$ cat config.mk
export PLATFORM = sky130hd
export DESIGN_NAME = booth_seq_mul_flat
export DESIGN_NICKNAME = d
export VERILOG_FILES = /design/src/rtl/booth_seq_mul_pkg.sv /design/src/rtl/booth_seq_mul_if.sv /design/src/rtl/booth_r4_pp.sv /design/src/rtl/booth_seq_mul.sv /design/src/flat_wrapper.sv
export SDC_FILE = /design/constraint.sdc
export NUM_CORES = 1
export LEC_CHECK = 0
export BUFFER_PORTS_ARGS = -buffer_cell sky130_fd_sc_hd__buf_4
export CAP_MARGIN = 25
export CORE_MARGIN = 5
export CORE_UTILIZATION = 63
export DETAILED_ROUTE_END_ITERATION = 10
export HOLD_SLACK_MARGIN = 0.02
export PLACE_DENSITY_LB_ADDON = 0.05
export SYNTH_ARGS = -nofsm -noshare
export SYNTH_HDL_FRONTEND = slang
export SYNTH_SLANG_ARGS = --single-unit
$ cat constraint.sdc
create_clock -name clk -period 20.8 [get_ports clk]
set_clock_uncertainty 0.15 [all_clocks]
set_input_delay 3.12 -clock clk [delete_from_list [all_inputs] [get_ports clk]]
set_output_delay 3.12 -clock clk [all_outputs]
set_load 0.01 [all_outputs]
$ cat src/rtl/booth_seq_mul_pkg.sv
// ============================================================================
// mulx_pkg : shared types and helpers for booth_seq_mul (MULX_UNSIGNED_EN)
// Revision : 1.0
// ============================================================================
`default_nettype none

package mulx_pkg;

  typedef enum logic [1:0] {
    IDLE = 2'd0,
    BUSY = 2'd1,
    DONE = 2'd2
  } state_t;

  // One-hot radix-4 Booth digit: magnitude selects x1/x2, neg flips the sign.
  typedef struct packed {
    logic neg;
    logic x1;
    logic x2;
  } booth_digit_t;

  function automatic int n_steps(input int width);
`ifdef MULX_UNSIGNED_EN
    return width / 2 + 1;
`else
    return width / 2;
`endif
  endfunction

  function automatic booth_digit_t booth_encode(input logic [2:0] bits);
    booth_digit_t d;
    d.neg = bits[2] & ~(bits[1] & bits[0]);
    d.x1  = bits[1] ^ bits[0];
    d.x2  = (bits[2] & ~bits[1] & ~bits[0]) | (~bits[2] & bits[1] & bits[0]);
    return d;
  endfunction

endpackage

`default_nettype wire

$ cat src/rtl/booth_seq_mul_if.sv
// ============================================================================
// booth_seq_mul_if : operand/result handshake bundle (MULX_UNSIGNED_EN)
// Revision : 1.0
// ============================================================================
`default_nettype none

interface booth_seq_mul_if #(
  parameter int WIDTH = 32
);
  logic                   en;
  logic                   in_valid;
  logic                   in_ready;
  logic [WIDTH-1:0]       a;
  logic [WIDTH-1:0]       b;
  logic                   out_valid;
  logic                   out_ready;
  logic [2*WIDTH-1:0]     result;
  logic                   busy;
`ifdef MULX_UNSIGNED_EN
  logic                   sign_mode;

  modport master (
    output en, in_valid, a, b, out_ready, sign_mode,
    input  in_ready, out_valid, result, busy
  );
  modport slave (
    input  en, in_valid, a, b, out_ready, sign_mode,
    output in_ready, out_valid, result, busy
  );
`else
  modport master (
    output en, in_valid, a, b, out_ready,
    input  in_ready, out_valid, result, busy
  );
  modport slave (
    input  en, in_valid, a, b, out_ready,
    output in_ready, out_valid, result, busy
  );
`endif
endinterface

`default_nettype wire

$ cat src/rtl/booth_r4_pp.sv
// ============================================================================
// booth_r4_pp : combinational radix-4 Booth partial-product generator
// Revision : 1.0
// ============================================================================
`default_nettype none

module booth_r4_pp
  import mulx_pkg::*;
#(
  parameter int WIDTH = 32
) (
  input  wire logic [2:0]       bits,
  input  wire logic [WIDTH:0]   mcand,
  output logic      [WIDTH+1:0] pp
);

  booth_digit_t          w_digit;
  logic [WIDTH+1:0]      w_mag;

  // mcand is already extended by one bit, so 2*mcand always fits WIDTH+2 bits
  always_comb begin
    w_digit = booth_encode(bits);
    w_mag   = '0;
    if (w_digit.x2)
      w_mag = {mcand, 1'b0};
    else if (w_digit.x1)
      w_mag = {mcand[WIDTH], mcand};
    pp = w_digit.neg ? (~w_mag + 1'b1) : w_mag;
  end

endmodule

`default_nettype wire

$ cat src/rtl/booth_seq_mul.sv
// ============================================================================
// booth_seq_mul : sequential radix-4 Booth multiplier, WIDTH x WIDTH -> 2*WIDTH
// Optional MULX_UNSIGNED_EN adds sign_mode (1 = signed, 0 = unsigned).
// Revision : 1.0
// ============================================================================
`default_nettype none

module booth_seq_mul
  import mulx_pkg::*;
#(
  parameter int WIDTH = 32
) (
  input  wire logic       clk,
  input  wire logic       reset,
  booth_seq_mul_if.slave  bus
);

  localparam int STEPS = n_steps(WIDTH);
  localparam int LW    = 2 * STEPS;          // product bits shifted out of the accumulator
  localparam int MW    = LW + 1;             // recoded multiplier plus the b[-1] bit
  localparam int HW    = WIDTH + 4;          // upper accumulator with overflow headroom
  localparam int HR    = 2 * WIDTH - LW;     // upper bits that land in the result
  localparam int CW    = $clog2(STEPS + 1);

  state_t                r_state;
  logic [CW-1:0]         r_cnt;
  logic [WIDTH:0]        r_mcand;
  logic [MW-1:0]         r_mplr;
  logic [HW-1:0]         r_hi;
  logic [LW-1:0]         r_lo;
  logic [2*WIDTH-1:0]    r_result;
  logic                  r_out_valid;
  logic                  r_busy;

  logic [WIDTH:0]        w_a_ext;
  logic [LW-1:0]         w_b_ext;
  logic [WIDTH+1:0]      w_pp;
  logic [HW-1:0]         w_sum;
  logic [HW-1:0]         w_hi_nxt;
  logic [LW-1:0]         w_lo_nxt;

`ifdef MULX_UNSIGNED_EN
  logic                  w_sext;
  assign w_sext  = bus.sign_mode;
  assign w_a_ext = {w_sext & bus.a[WIDTH-1], bus.a};
  assign w_b_ext = {{2{w_sext & bus.b[WIDTH-1]}}, bus.b};
`else
  assign w_a_ext = {bus.a[WIDTH-1], bus.a};
  assign w_b_ext = bus.b;
`endif

  booth_r4_pp #(.WIDTH(WIDTH)) u_pp (
    .bits  (r_mplr[2:0]),
    .mcand (r_mcand),
    .pp    (w_pp)
  );

  assign w_sum    = r_hi + {{(HW-WIDTH-2){w_pp[WIDTH+1]}}, w_pp};
  assign w_hi_nxt = {{2{w_sum[HW-1]}}, w_sum[HW-1:2]};
  assign w_lo_nxt = {w_sum[1:0], r_lo[LW-1:2]};

  assign bus.in_ready  = bus.en && (r_state == IDLE);
  assign bus.out_valid = r_out_valid;
  assign bus.result    = r_result;
  assign bus.busy      = r_busy;

  always_ff @(posedge clk or posedge reset) begin
    if (reset) begin
      r_state     <= IDLE;
      r_cnt       <= '0;
      r_mcand     <= '0;
      r_mplr      <= '0;
      r_hi        <= '0;
      r_lo        <= '0;
      r_result    <= '0;
      r_out_valid <= 1'b0;
      r_busy      <= 1'b0;
    end else if (bus.en) begin
      case (r_state)
        IDLE: begin
          if (bus.in_valid) begin
            r_mcand <= w_a_ext;
            r_mplr  <= {w_b_ext, 1'b0};
            r_hi    <= '0;
            r_lo    <= '0;
            r_cnt   <= CW'(STEPS);
            r_busy  <= 1'b1;
            r_state <= BUSY;
          end
        end
        BUSY: begin
          r_hi   <= w_hi_nxt;
          r_lo   <= w_lo_nxt;
          r_mplr <= {2'b00, r_mplr[MW-1:2]};
          r_cnt  <= r_cnt - CW'(1);
          if (r_cnt == CW'(1)) begin
            r_result    <= {w_hi_nxt[HR-1:0], w_lo_nxt};
            r_out_valid <= 1'b1;
            r_state     <= DONE;
          end
        end
        DONE: begin
          if (bus.out_ready) begin
            r_out_valid <= 1'b0;
            r_busy      <= 1'b0;
            r_state     <= IDLE;
          end
        end
        default: r_state <= IDLE;
      endcase
    end
  end

endmodule

`default_nettype wire
$ cat src/flat_wrapper.sv
// flat-port wrapper written by rule: the top's interface ports become plain ports
module booth_seq_mul_flat import mulx_pkg::*;
#(
  parameter int WIDTH = 32
)
  (clk, reset, bus_en, bus_in_valid, bus_a, bus_b, bus_out_ready, bus_in_ready, bus_out_valid, bus_result, bus_busy);
  booth_seq_mul_if #(.WIDTH(WIDTH)) bus_i ();
  input  wire logic clk;
  input  wire logic reset;
  input wire logic [$bits(bus_i.en)-1:0] bus_en;
  input wire logic [$bits(bus_i.in_valid)-1:0] bus_in_valid;
  input wire logic [$bits(bus_i.a)-1:0] bus_a;
  input wire logic [$bits(bus_i.b)-1:0] bus_b;
  input wire logic [$bits(bus_i.out_ready)-1:0] bus_out_ready;
  output wire logic [$bits(bus_i.in_ready)-1:0] bus_in_ready;
  output wire logic [$bits(bus_i.out_valid)-1:0] bus_out_valid;
  output wire logic [$bits(bus_i.result)-1:0] bus_result;
  output wire logic [$bits(bus_i.busy)-1:0] bus_busy;
  assign bus_i.en = bus_en;
  assign bus_i.in_valid = bus_in_valid;
  assign bus_i.a = bus_a;
  assign bus_i.b = bus_b;
  assign bus_i.out_ready = bus_out_ready;
  assign bus_in_ready = bus_i.in_ready;
  assign bus_out_valid = bus_i.out_valid;
  assign bus_result = bus_i.result;
  assign bus_busy = bus_i.busy;
  booth_seq_mul #(.WIDTH(WIDTH)) u_core (.clk(clk), .reset(reset), .bus(bus_i));
endmodule
==> impl_metrics.yaml, run 1 <==
routing:
  vias: 8852
  finalWirelength_um: 26390
  drt-pass1-iter-count: 6
  ant_nets: 0
  dr.first_iter.drc_count: 837
  drc: 0
  avgViaCountPerCell: 6.182
  wl_per_cell_um: 18.43
place:
  place_area_um2: 12240
  port_buffers: 135
  gp_congestion: 0.9450
  dp_hpwl_um: 17800
synthesis:
  ys_seq_area_share_pct: 45.58
  syn_area_um2: 11090
  netlist_instances: 1086
  yosysTopAreaCellShare_pct: 45.58
  synth_area_leader_cell: "dfrtp_1"
  synth_nets: 1194
  synth_edf_count: 0
  ys.flop_type: "dfrtp_1"
  ys_warn_count: 0
  synth_cell_types: 77
  ys_ff_latch: 202
  async_reset_ff_share_pct: 100.0
  synthTopCellsByArea: "dfrtp_1, mux2_2, a22o_1"
  synth.avg_cell_area_um2: 10.21
sta:
  post-route-period-util_pct: 33.72
  maxSlewViolCount: 0
  tns_ns: 0
  max_freq_mhz: 142.6
  hold_viol_final: 0
  rsz0062_at_grt: "no"
  relSlewSlack_pct: 33.35
  setup_viol: 0
  worst_pin_slew_ns: 0.9997
  period_minus_slack_ns: 7.013
grt:
  gr-total-overflow: 0
  grt_max_degree: 141
  grt_pass1_wl_um: 42970
  grtUsageTotal_pct: 25.64
  antenna_found_initial: 0
  grt_pass1_vias: 8319
clock_tree:
  cts_htree_levels: 1
  cts_buffer_depth: 3
  hold_buffers: 0
  clk_pin_slew_ns: 0.06
  cts_sinks: 202
  clk_latency_ns: 0.51
  cts_root_buf: "clkbuf_16"
  post_cts_buffers: 0
  cts.repair.resized: 0
  cts_buffers: 22
  tritoncts: "yes"
finish:
  drive_above_1_share_pct: 23.78
  diodes: 0
  layout.nets: 1299
  syn2layout_area_growth_pct: 16.98
  fin_area_um2: 12970
floorplanning:
  top_level_ports: 136
  die_area_um2: 20360
  coreArea_um2: 17300
  start_util_pct: 64.12
  rows: 48
  fp.dieH_um: 142.7
  die_w_um: 142.7
worst_setup_path:
  cp_max_fo: 7
  r2r_slack_ns: 14.78
  critPathBufInv: 2
  start_kind: "input port"
  crit_path_top_delay_cell: "nor2b_1"
  cp.required_ns: 17.53
  crit_chain: "buf_4 > nor2b_1 > nor2b_1 > buf_4"
  r2r-start: "u_core.r_mplr[2]"
  cp-startpoint: "bus_en"
  crit_family: "simple AND/OR/NAND/NOR gates"
  crit_type: "in -> out"
  worstPathArrival_ns: 3.74
  max_stage_delay_ns: 0.23
  cp-end-kind: "output pin"
hold_path:
  hold_path_class: "reg -> reg"
  min-delay-start: "u_core.r_mplr[7]"
flow_run:
  cap_violations: 0
status:
  status: "finished, final reports clean"
[cell type report]
class                   instances  area [µm²]
multi-input cells             809        5769
inverters                      12       52.55
repair buffers                144        1126
flip-flops and latches        202        5055
well taps                     225       281.5
fillers                      1273        4323
clock buffers                  31       624.3
clock inverters                 9       65.06
[worst reg2reg max path, delay by kind of cell, from the launching register on]
family	cells	cell delay [ns]
AO/OA/AOI/OAI	8	1.99
XOR/XNOR	2	0.55
adder cells (fa/ha/maj)	2	0.61
flip-flops	1	0.51
multiplexers	1	0.29
AND/OR/NAND/NOR	6	1.80
[flip-flops by register name, summed over array words and instances, names as in the netlist]
register              count
u_core.r_lo              30
u_core.r_state            2
u_core.bus.busy           1
u_core.bus.result        64
u_core.r_mplr            33
u_core.r_hi              34
u_core.bus.out_valid      1
u_core.r_cnt              5
u_core.r_mcand           32
[cell usage in the layout, fill, tap and decap left out, drive strengths merged, types with 31 or more instances in the layout]
cell type,instances
clkbuf,31
dfrtp,202
buf,144
mux2,83
nor2,49
ha,38
nand2,113
a22o,56
xnor2,41
a21oi,88
mux2i,35
o21ai,89
[final timing paths]
kind                                          to  cells past startpoint
max                                 bus_in_ready                      4
min in group asynchronous  u_core.bus.result[20]                      2
max in group asynchronous        u_core.r_cnt[3]                      4
max reg2reg                u_core.bus.result[61]                     19
min                             u_core.r_mplr[7]                      2
min reg2reg                     u_core.r_mplr[7]                      2
[cells in the mapped netlist, drive strengths merged (8+ instances only)]
cell type and count:
a31oi 13, dfrtp 202, nand3 12, mux2i 35, a22o 56, and3 23, nand2 113, a211oi 8
nor2 49, inv 12, mux2 83, clkbuf 44, o31ai 8, buf 19, xor2 20, o21ai 89
nor3 17, a21oi 88, ha 38, a21o 18, xnor2 41
[metal layers]
| metal | global-route usage, % | wire length [µm] | up-vias |
|---|---|---|---|
| met2 | 40.13 | 12290 | 334 |
| met5 | 0 | 0 | - |
| met1 | 37.72 | 11600 | 4290 |
| met4 | 6.153 | 546 | 0 |
| met3 | 4.421 | 1951 | 49 |
| li1 | - | - | 4179 |
[metrics by stage]
stage               std cells  utilization, %  hold slack [ns]  worst slack, ns
floorplan                1086               -           0.2996            12.02
global placement         1389           70.63           0.3111            13.81
detailed placement       1390           70.75           0.3200            13.78
CTS                      1430           74.73           0.3336            13.78
global route             1432           75.01           0.3574            13.69
finish                   1432           75.01           0.3293            13.79
[cell families (layout without fill, tap and decap cells)]
family,count (synthesis),count (layout),share of synthesized area [%]
adders and majority gates,39,39,4.468
AOI/OAI and AO/OA,334,334,19.77
muxes,118,118,11.59
and+or+nand+nor,257,257,11.04
buffers and inverters,75,196,2.741
DFF,202,202,45.58
xor gates and xnor gates,61,61,4.817
Power of run 1 is not shown: default switching activity piles up to over one toggle a cycle in this logic, so the estimate is an artifact.
==> run 2, diff against run 1 <==
Settings changed: ABC_AREA set to 1, CORE_UTILIZATION 63 to 60.
Clock period 20.8 ns to 6.8 ns, I/O delays scaled along.
==> impl_metrics.yaml, run 2 <==
sta:
  setup_viol: 0
  hold_viol_final: 0
  worst_pin_slew_ns: 0.9079
  relSlewSlack_pct: 39.48
  tns_ns: 0
  rsz0062_at_grt: "no"
  post-route-period-util_pct: 65.82
  max_freq_mhz: 223.4
  period_minus_slack_ns: 4.476
  maxSlewViolCount: 0
clock_tree:
  clk_pin_slew_ns: 0.06
  hold_buffers: 0
  cts_sinks: 202
  cts_root_buf: "clkbuf_16"
  cts.repair.resized: 0
  tritoncts: "yes"
  clk_latency_ns: 0.53
  cts_htree_levels: 1
  cts_buffer_depth: 3
  post_cts_buffers: 0
  cts_buffers: 22
worst_setup_path:
  r2r_slack_ns: 2.32
  cp-end-kind: "register"
  crit_chain: "ha_1 > nand2_1 > nand3_1 > nand2_1 > nand3_2 > nor2_1 > nand2_1 > nand2_1 > nand2_1 > xor2_1 > ha_1 > a21oi_1 > nand2_1 > a21oi_1 > nor2_1 > nor2_1 > nand2_1 > nand2_1 > nand3_1 > nand2_1"
  start_kind: "register"
  crit_path_top_delay_cell: "ha_1"
  timing.critical_path.mode_cell: "nand2_1"
  r2r-end: "u_core.bus.result[60]"
  cp-startpoint: "u_core.r_mplr[0]"
  worstPathArrival_ns: 4.78
  cp.required_ns: 7.10
  cp_max_fo: 33
  ff2ff_path_depth: 20
  r2r-start: "u_core.r_mplr[0]"
  crit_type: "reg -> reg"
  critPathCapture: "u_core.bus.result[60]"
  max_stage_delay_ns: 0.91
floorplanning:
  top_level_ports: 136
  start_util_pct: 61.10
  fp.dieH_um: 151.0
  rows: 51
  coreArea_um2: 19530
  die_w_um: 151.0
  die_area_um2: 22800
grt:
  antenna_found_initial: 1
  gr-total-overflow: 0
  grt_pass1_vias: 10097
  grt_max_degree: 141
  grt_pass1_wl_um: 50420
  grtUsageTotal_pct: 26.93
finish:
  syn2layout_area_growth_pct: 16.06
  layout.nets: 1842
  diodes: 0
  drive_above_1_share_pct: 14.29
  largest_register_ffs: 64
  fillers: 1610
  layout_common_cells: "nand2_1, dfrtp_1, inv_1, buf_4, o21ai_0"
  final_common_cell: "nand2_1"
place:
  port_buffers: 135
  gp_congestion: 0.9616
  dp_hpwl_um: 22120
synthesis:
  synth_edf_count: 0
  netlist_instances: 1627
  async_reset_ff_share_pct: 100.0
  synthTopCellsByArea: "dfrtp_1, nand2_1, inv_1"
  synth.avg_cell_area_um2: 7.333
  ys.flop_type: "dfrtp_1"
  ys_ff_latch: 202
  syn_area_um2: 11930
  ys_warn_count: 0
  synthTopCellsByCount: "nand2_1, dfrtp_1, inv_1"
  synth.most_common_cell: "nand2_1"
  synth_nets: 1735
  synth_cell_types: 39
  ys_seq_area_share_pct: 42.37
  yosysTopAreaCellShare_pct: 42.37
  synth_area_leader_cell: "dfrtp_1"
routing:
  ant_nets: 0
  finalWirelength_um: 30260
  drt-pass1-iter-count: 7
  drc: 0
  vias: 10874
  dr.first_iter.drc_count: 807
  wl_per_cell_um: 15.02
  avgViaCountPerCell: 5.397
hold_path:
  hold_path_class: "in -> async"
status:
  status: "finished, final reports clean"
flow_run:
  cap_violations: 0
[run 2: cell types whose count changed after synthesis, moves of 26 or more]
cell,delta
a21oi_1,-42
o22ai_1,+30
a22o_1,-54
mux2_2,-83
o21ai_0,+43
nand3b_1,+26
nand3_1,+80
nand2_1,+452
inv_1,+158
o211ai_1,+31
nor2_1,+47
mux2i_1,-35
[run 2: cell type report]
type / count / area, µm² / area share (%)
multi-input combinational: 1178 / 5894 / 42.57
sequential: 202 / 5055 / 36.51
timing repair buffer: 147 / 1124 / 8.115
inverter: 183 / 694.4 / 5.015
clock buffer: 32 / 648.1 / 4.681
tap: 265 / 331.6 / 2.395
clock inverter: 8 / 98.84 / 0.7139
[run 2: per-layer routing]
metal / global-route usage [%] / share of wire (%)
met1: 40.55 / 46
met2: 41.77 / 45
met3: 3.920 / 7.2
met5: 0 / 0.043
met4: 5.666 / 1.8
[run 2: how the worst min path moves through the flow]
| stage | slack, ns | to | from | cells after the start |
|---|---|---|---|---|
| CTS | 0.34 | u_core.bus.result[62] | u_core.bus.result[62] | 2 |
| detailed placement | 0.32 | u_core.bus.result[52] | u_core.bus.result[52] | 2 |
| global route | 0.20 | u_core.r_lo[28] | reset | 2 |
| global placement | 0.31 | u_core.bus.result[54] | u_core.bus.result[54] | 2 |
| floorplan | 0.31 | u_core.r_hi[32] | u_core.r_hi[32] | 2 |
| finish | 0.22 | u_core.r_lo[28] | reset | 2 |
[run 2: cell families (layout without fill, tap and decap cells)]
family | after synthesis | after routing | synth area share, %
flip-flops | 202 | 202 | 42.37
XOR/XNOR | 34 | 34 | 2.496
AND/OR/NAND/NOR | 849 | 849 | 30.59
adder cells (fa/ha/maj) | 39 | 39 | 4.153
buffers and inverters | 247 | 370 | 8.264
AO/OA/AOI/OAI | 256 | 256 | 12.12
[run 2: critical path, delay by kind of cell, from the launching register on]
family,cells,cell delay [ns]
AO/OA/AOI/OAI,2,0.51
XOR/XNOR,1,0.28
adder cells (fa/ha/maj),2,1.27
flip-flops,1,0.43
AND/OR/NAND/NOR,15,1.74
[run 2: stage by stage]
step | worst slack (ns) | util [%] | hold slack [ns] | instances | cell area (µm²)
floorplan | 0.1193 | - | 0.3055 | 1627 | 11930
global placement | 2.458 | 66.94 | 0.3145 | 1974 | 13070
detailed placement | 2.380 | 66.94 | 0.3179 | 1974 | 13070
CTS | 2.369 | 70.77 | 0.3353 | 2014 | 13820
global route | 1.750 | 70.91 | 0.2037 | 2015 | 13850
finish | 2.324 | 70.91 | 0.2171 | 2015 | 13850
Power of run 2 is left out for the same reason.
